`src/rtl/mem_port_arbiter.sv`:
```
// mem_port_arbiter: shares one single-port unified memory between the
// instruction-fetch path (IF) and the load/store data path (D).
// One transaction at a time: IDLE arbitrates, ISSUE drives the memory for
// one cycle, WAIT counts out the fixed read latency (reads only).
// Conflicts go to D unless IF has lost MAX_WAIT times in a row.
// Build option: define ARB_RR_EN for round-robin conflict resolution
// (no age counter; D wins the first conflict after reset).
// Ports:
//   clk, reset_n                     clock, async active-low reset
//   if_req/if_addr                   IF read request
//   if_gnt/if_rvalid/if_rdata        IF issue strobe, read-data pulse, data
//   d_req/d_we/d_addr/d_wdata        data request (d_we=1 store)
//   d_gnt/d_rvalid/d_rdata           data issue strobe, load pulse, data
//   mem_en/mem_we/mem_addr/mem_wdata memory strobe and payload (0 outside ISSUE)
//   mem_rdata                        memory read data, RD_LAT after mem_en
//   busy                             high whenever not IDLE
module mem_port_arbiter #(
  parameter int unsigned AW       = 16,
  parameter int unsigned DW       = 16,
  parameter int unsigned RD_LAT   = 1,
  parameter int unsigned MAX_WAIT = 4
) (
  input  logic          clk,
  input  logic          reset_n,
  input  logic          if_req,
  input  logic [AW-1:0] if_addr,
  output logic          if_gnt,
  output logic          if_rvalid,
  output logic [DW-1:0] if_rdata,
  input  logic          d_req,
  input  logic          d_we,
  input  logic [AW-1:0] d_addr,
  input  logic [DW-1:0] d_wdata,
  output logic          d_gnt,
  output logic          d_rvalid,
  output logic [DW-1:0] d_rdata,
  output logic          mem_en,
  output logic          mem_we,
  output logic [AW-1:0] mem_addr,
  output logic [DW-1:0] mem_wdata,
  input  logic [DW-1:0] mem_rdata,
  output logic          busy
);

  localparam int unsigned CW    = 3;
  localparam int unsigned AGE_W = 4;

  localparam logic [1:0] S_IDLE  = 2'd0;
  localparam logic [1:0] S_ISSUE = 2'd1;
  localparam logic [1:0] S_WAIT  = 2'd2;

  logic [1:0]    state, state_n;
  logic [CW-1:0] cnt, cnt_n;
  logic          owner_if, owner_if_n;
  logic          win_if;

  logic          if_gnt_n, d_gnt_n, if_rvalid_n, d_rvalid_n;
  logic          mem_en_n, mem_we_n, busy_n;
  logic [AW-1:0] mem_addr_n;
  logic [DW-1:0] mem_wdata_n, if_rdata_n, d_rdata_n;

`ifdef ARB_RR_EN
  // Remembers whether IF received the most recent grant.
  logic last_if, last_if_n;

  // Conflict winner: whoever was not granted last.
  always_comb begin
    win_if = if_req & (~d_req | ~last_if);
  end
`else
  // Consecutive IF arbitration losses, saturating.
  logic [AGE_W-1:0] age, age_n;

  // Conflict winner: D, unless IF has waited long enough.
  always_comb begin
    win_if = if_req & (~d_req | (age >= AGE_W'(MAX_WAIT)));
  end
`endif

  // Next-state and next-output logic.
  always_comb begin
    state_n     = state;
    cnt_n       = cnt;
    owner_if_n  = owner_if;
    if_gnt_n    = 1'b0;
    d_gnt_n     = 1'b0;
    mem_en_n    = 1'b0;
    mem_we_n    = 1'b0;
    mem_addr_n  = '0;
    mem_wdata_n = '0;
    if_rvalid_n = 1'b0;
    d_rvalid_n  = 1'b0;
    if_rdata_n  = if_rdata;
    d_rdata_n   = d_rdata;
`ifdef ARB_RR_EN
    last_if_n   = last_if;
`else
    age_n       = age;
`endif

    case (state)
      S_IDLE: begin
        if (if_req || d_req) begin
          state_n    = S_ISSUE;
          owner_if_n = win_if;
          mem_en_n   = 1'b1;
          if (win_if) begin
            if_gnt_n   = 1'b1;
            mem_addr_n = if_addr;
          end else begin
            d_gnt_n     = 1'b1;
            mem_we_n    = d_we;
            mem_addr_n  = d_addr;
            mem_wdata_n = d_wdata;
          end
`ifdef ARB_RR_EN
          last_if_n = win_if;
`else
          if (win_if) begin
            age_n = '0;
          end else if (if_req && (age != {AGE_W{1'b1}})) begin
            age_n = age + AGE_W'(1);
          end
`endif
        end
      end
      S_ISSUE: begin
        // mem_we still holds the issued direction during ISSUE.
        if (mem_we) begin
          state_n = S_IDLE;
        end else begin
          state_n = S_WAIT;
          cnt_n   = CW'(RD_LAT - 1);
        end
      end
      S_WAIT: begin
        if (cnt == '0) begin
          state_n = S_IDLE;
          if (owner_if) begin
            if_rdata_n  = mem_rdata;
            if_rvalid_n = 1'b1;
          end else begin
            d_rdata_n  = mem_rdata;
            d_rvalid_n = 1'b1;
          end
        end else begin
          cnt_n = cnt - CW'(1);
        end
      end
      default: begin
        state_n = S_IDLE;
      end
    endcase

    busy_n = (state_n != S_IDLE);
  end

  // State and output registers.
  always_ff @(posedge clk or negedge reset_n) begin
    if (!reset_n) begin
      state     <= S_IDLE;
      cnt       <= '0;
      owner_if  <= 1'b0;
      if_gnt    <= 1'b0;
      d_gnt     <= 1'b0;
      mem_en    <= 1'b0;
      mem_we    <= 1'b0;
      mem_addr  <= '0;
      mem_wdata <= '0;
      if_rvalid <= 1'b0;
      d_rvalid  <= 1'b0;
      if_rdata  <= '0;
      d_rdata   <= '0;
      busy      <= 1'b0;
`ifdef ARB_RR_EN
      last_if   <= 1'b1;
`else
      age       <= '0;
`endif
    end else begin
      state     <= state_n;
      cnt       <= cnt_n;
      owner_if  <= owner_if_n;
      if_gnt    <= if_gnt_n;
      d_gnt     <= d_gnt_n;
      mem_en    <= mem_en_n;
      mem_we    <= mem_we_n;
      mem_addr  <= mem_addr_n;
      mem_wdata <= mem_wdata_n;
      if_rvalid <= if_rvalid_n;
      d_rvalid  <= d_rvalid_n;
      if_rdata  <= if_rdata_n;
      d_rdata   <= d_rdata_n;
      busy      <= busy_n;
`ifdef ARB_RR_EN
      last_if   <= last_if_n;
`else
      age       <= age_n;
`endif
    end
  end

endmodule

```
`config.mk`:
```
export PLATFORM = sky130hd
export DESIGN_NAME = mem_port_arbiter
export DESIGN_NICKNAME = d
export VERILOG_FILES = /design/src/rtl/mem_port_arbiter.sv
export SDC_FILE = /design/constraint.sdc
export NUM_CORES = 1
export LEC_CHECK = 0
export CORE_MARGIN = 10
export CORE_UTILIZATION = 45
export DETAILED_ROUTE_END_ITERATION = 12
export PLACE_DENSITY = 0.89
export SLEW_MARGIN = 10
export SYNTH_ARGS = -nofsm -noshare
export SYNTH_HDL_FRONTEND = slang
export SYNTH_SLANG_ARGS = --single-unit
```
`constraint.sdc`:
```
create_clock -name clk -period 3 [get_ports clk]
set_input_delay 0.45 -clock clk [delete_from_list [all_inputs] [get_ports clk]]
set_output_delay 0.45 -clock clk [all_outputs]
set_load 0.02 [all_outputs]
```
## Word level (Yosys, flattened, before mapping)

Cells that the tools add are included.

- Register bits: 81
- Bits of input ports: 69
- Output and inout port bits: 71

- Add/sub/neg operators: 2
- $lt $le $gt $ge: 1
- Eq/ne operators: 5
- Mux-type cells: 32
- Bitwise logic cells: 4
- Reduce and logical (&&, ||, !) cells: 12

Operators by type and width:

| kind | count |
|---|---|
| $mux 16 | 6 |
| $mux 1 | 17 |
| $reduce_and 3->1 | 4 |
| $mux 4 | 2 |
| $mux 2 | 3 |
| $mux 3 | 2 |
| $pmux 2 s3 | 1 |
| $pmux 3 s2 | 1 |
| $reduce_bool 2->1 | 3 |
| $add 4x1->4 const B | 1 |
| $ge 4x3->1 const B | 1 |
| $ne 2x2->1 const B | 2 |
| $ne 4x4->1 const B | 1 |
| $logic_not 3->1 | 1 |
| $sub 3x1->3 const B | 1 |
| $eq 2x1->1 const B | 1 |
| $eq 2x2->1 const B | 1 |
| $logic_not 2->1 | 1 |
| $not 1->1 | 2 |
| $reduce_and 2->1 | 1 |
| $and 1x1->1 | 1 |
| $logic_and 1x1->1 | 1 |
| $logic_or 1x1->1 | 1 |
| $or 1x1->1 | 1 |

## Longest topological paths before layout

- Depth after elaboration: 6
- Depth in mapped cells: 6

## Worst setup path after synthesis

No wires, ideal clock.

- Path type: register to register
- From: reg cnt[0]
- To: reg d_rdata[10]
- Data arrival time: 1.723 ns
- Slack: 1.152 ns
- Cell stages (with the launch flop): 7
- Path through: dfrtp_1 > inv_1 > ha_1 > nand2b_1 > nor3b_4 > buf_12 > mux2_4

- Cells in the longest elaborated chain, start to end: 2

RTL lines:

| element | RTL line | RTL |
|---|---|---|
| from (decl) | 53 | `logic [CW-1:0] cnt, cnt_n;` |
| from (signal assigned) | 182 | `cnt <= cnt_n;` |
| $logic_not 3->1 | 137 | `if (cnt == '0) begin` |
| $reduce_and 3->1 (no line) | -- |  |
| to (signal assigned) | 193 | `d_rdata <= d_rdata_n;` |
| to (decl) | 36 | `output logic [DW-1:0] d_rdata,` |

Every way passes these cells.
A chain may end at the register's enable or synchronous reset.

## Worst setup path in the final report

- From: reg cnt[0]
- To: reg d_rdata[1]

The elaborated chain is that of the path after synthesis.

==> metrics.txt <==
Data required, critical path=3.23 ns; endpoint class of the critical path=flip-flop; leak pwr=2.121 nW; routed via count=2,353; ant diodes=0; VDD IR max=roughly 0.00035 V; hold buffers post-CTS=0; final wirelength=8.455 mm; Final period util=65.48%; buffer depth of the longest clock path=2; Area growth, synth to finish=51.87%; die area=10,930 µm²; Synth Net Count=305; remaining routing DRC violations=0; CTS clk-pin slew, worst paths=0.08 ns; number of global-route vias before repair=2,531; drt initial violations=116; TritonCTS Buffers=9; Netlist cell types=31; vias per cell=4.985; hold slack=0.2492 ns; Cell Pwr Density=939.3 nW/µm²; HP Class=in -> async; WL/cell=17.91 µm; All-Layer GR Usage=15.66%; Port-buffer cells=139; layout cells sized above 1=between 10% and 20%; worst r2r dst=d_rdata[1]$_DFFE_PN0P_; R2R depth=6; main combinational cell family by area after synthesis=multiplexers; P_int=0.003043 W; clock sinks=81; Placer Congestion=around 0.85; Final Util=71.09%; reg2reg setup slack=between 1 and 1.5 ns; detailed placement HPWL=about 6.6 mm; Post-CTS Resized=0; largest net degree at the start of global routing=82; Combinational Power Share=43.9%; Hold Vio Cnt, Final=0; post-CTS setup buffer count=0; compound-cell area share of the yosys netlist=7.588%; post-synthesis sequential area ratio=63.04%; core region area=6869 µm²; status=finished, final reports clean; Cell Area, Synth=3216 µm²; first-pass GRT wire length=between 10 and 15 mm; RSZ-0062 raised after global routing=no; crit path kind=reg -> reg; Post-Synth Simple-Gate Area=12.02%; syn_area_per_cell=13.80 µm²; Fmax=509.1 MHz; Final Non-Filler Cells=472; setup TNS=0 ns; worst path arrival time=2.20 ns; sw frac=between 30% and 40%; initial antenna violation count=0; Synth async-reset ratio=100.0%; Slew headroom=a little over a third; xor and xnor fraction of the mapped netlist area=0%; Initial Utilization=46.81%; clock share of power=19.4%; CTS tree=built; Die Y-Extent=approximately 100 µm; number of synthesized flops with an enable pin=0; row count=30; Layout Skew=0.006740 ns; Synth Flop Type=dfrtp_1; Max Slew Vio Count=0; post-synthesis mux area share=12.61%; CTS Root Cell=clkbuf_8; cell total after placement=456; sequential share of power=36.7%; Ys Warns=0; fin nets=443; worst slew pin tran=0.9792 ns; IO Count=140; Syn Inst Count=233; Seq cells post-synth=81; H-tree depth=3; Critical Path Start Type=flip-flop; final antenna-violating net count=0; max-cap violation count=0; post-route design area=4883 µm²; CP max FO=17; Final min period=1.964 ns; clock latency on the worst-skew pair=0.35 ns; Die W=104.5 µm; drt first pass iters=4; Switching Power=0.001544 W; Setup-failing EPs final=0; Adder-Cell Fraction of Synth Area=about 1.2%; area of placed instances=4654 µm²; reg2reg start=cnt[0]$_DFFE_PN0P_; gr ovfl total=0
==> cell type report <==
class                           count  area, µm²
Clock buffer                       11      151.4
Clock inverter                      5      77.57
Fill cell                         492       1986
Inverter                            6      22.52
Multi-Input combinational cell    131       1074
Sequential cell                    81       2027
Tap cell                           96      120.1
Timing Repair Buffer              142       1411
==> sequential cells by signal (all words and copies together) (netlist names) <==
| signal | cells |
|---|---|
| mem_we | 1 |
| state | 2 |
| mem_addr | 16 |
| d_rvalid | 1 |
| age | 4 |
| mem_wdata | 16 |
| if_rdata | 16 |
| cnt | 3 |
| if_gnt | 1 |
| busy | 1 |
| d_gnt | 1 |
| owner_if | 1 |
| mem_en | 1 |
| if_rvalid | 1 |
| d_rdata | 16 |
==> cells by family (layout without fill, tap and decap cells) <==
family | after synthesis | count (layout)
muxes | 33 | 33
buffers and inverters | 21 | 164
adders and majority gates | 3 | 3
DFF | 81 | 81
AOI/OAI and AO/OA | 31 | 31
and+or+nand+nor | 64 | 64
==> critical path, cell delays in order (launching register included) <==
cell	delay (ns)
dfrtp_1	0.42
inv_1	0.10
ha_1	0.24
nand2b_1	0.21
nor3b_4	0.20
buf_4	0.31
mux2_2	0.37
==> cell usage after synthesis, types with 2 or more instances <==
| master | n | area share (%) |
|---|---|---|
| nand2b_1 | 2 | 0.39 |
| buf_2 | 7 | 1.1 |
| mux2_2 | 24 | 8.4 |
| a32oi_1 | 16 | 4.4 |
| or3b_2 | 2 | 0.54 |
| o21ai_0 | 2 | 0.31 |
| mux2_4 | 9 | 4.2 |
| ha_1 | 3 | 1.2 |
| and2_1 | 34 | 6.6 |
| a21oi_1 | 4 | 0.62 |
| a22o_1 | 2 | 0.54 |
| inv_1 | 6 | 0.70 |
| nor2_1 | 19 | 2.2 |
| dfrtp_1 | 81 | 63 |
| clkbuf_1 | 5 | 0.58 |
| a311oi_1 | 2 | 0.54 |
==> power by group through the flow <==
stage                     clock, W  combinational [W]  sequential (W)
after global placement           0            0.00200         0.00168
after floorplan                  0           0.000633         0.00212
final                     0.000889            0.00201         0.00168
after global routing      0.000967            0.00215         0.00173
after CTS                 0.000911            0.00205         0.00169
after detailed placement         0            0.00204         0.00171
==> metal layers <==
metal | wire length, µm | global-route usage [%] | up-vias
li1 | - | - | 1083
met1 | 3431 | 17.22 | 1123
met2 | 3784 | 23.68 | 131
met3 | 1037 | 9.214 | 16
met4 | 202 | 7.654 | 0
met5 | 0 | 0 | -
==> how the worst max path moves through the flow <==
stage,startpoint,end,slack [ns],cells after the start
2_1_floorplan,cnt[0]$_DFFE_PN0P_,d_rdata[10]$_DFFE_PN0P_,1.15,6
3_3_place_gp,if_req,mem_wdata[14]$_DFF_PN0_,0.80,5
3_5_place_dp,if_req,mem_wdata[5]$_DFF_PN0_,0.72,5
4_1_cts,cnt[0]$_DFFE_PN0P_,d_rdata[1]$_DFFE_PN0P_,1.05,6
5_1_grt,if_req,mem_wdata[5]$_DFF_PN0_,0.87,5
6_report,cnt[0]$_DFFE_PN0P_,d_rdata[1]$_DFFE_PN0P_,1.04,6
==> per-stage QoR <==
stage               worst slack [ns]  total power (W)
floorplan                      1.152         0.002755
global placement              0.8017         0.003677
detailed placement            0.7221         0.003741
CTS                            1.046         0.004644
global route                  0.8708         0.004847
finish                         1.036         0.004587
==> cells in the final DEF, fill, tap and decap left out <==
cell             netlist  routed
a21o_1                 1       1
a21oi_1                4       4
a22o_1                 2       2
a2bb2oi_1              1       1
a311oi_1               2       2
a32o_1                 1       1
a32oi_1               16      16
and2_1                34      34
and2b_1                1       1
and3_1                 1       1
buf_4                  1       4
bufinv_16              0       2
clkbuf_8               0      11
clkdlybuf4s50_1        0     138
clkinv_2               0       2
clkinvlp_4             0       1
dfrtp_1               81      81
ha_1                   3       3
inv_1                  6       6
mux2_2                24      24
mux2_4                 9       9
nand2_1                1       1
nand2b_1               2       2
nand4b_4               1       1
nor2_1                19      19
nor2b_1                1       1
nor3b_4                1       1
o211ai_1               1       1
o21ai_0                2       2
o21ai_1                1       1
or2_2                  1       1
or3b_2                 2       2
(Power assumes the default switching activity.)
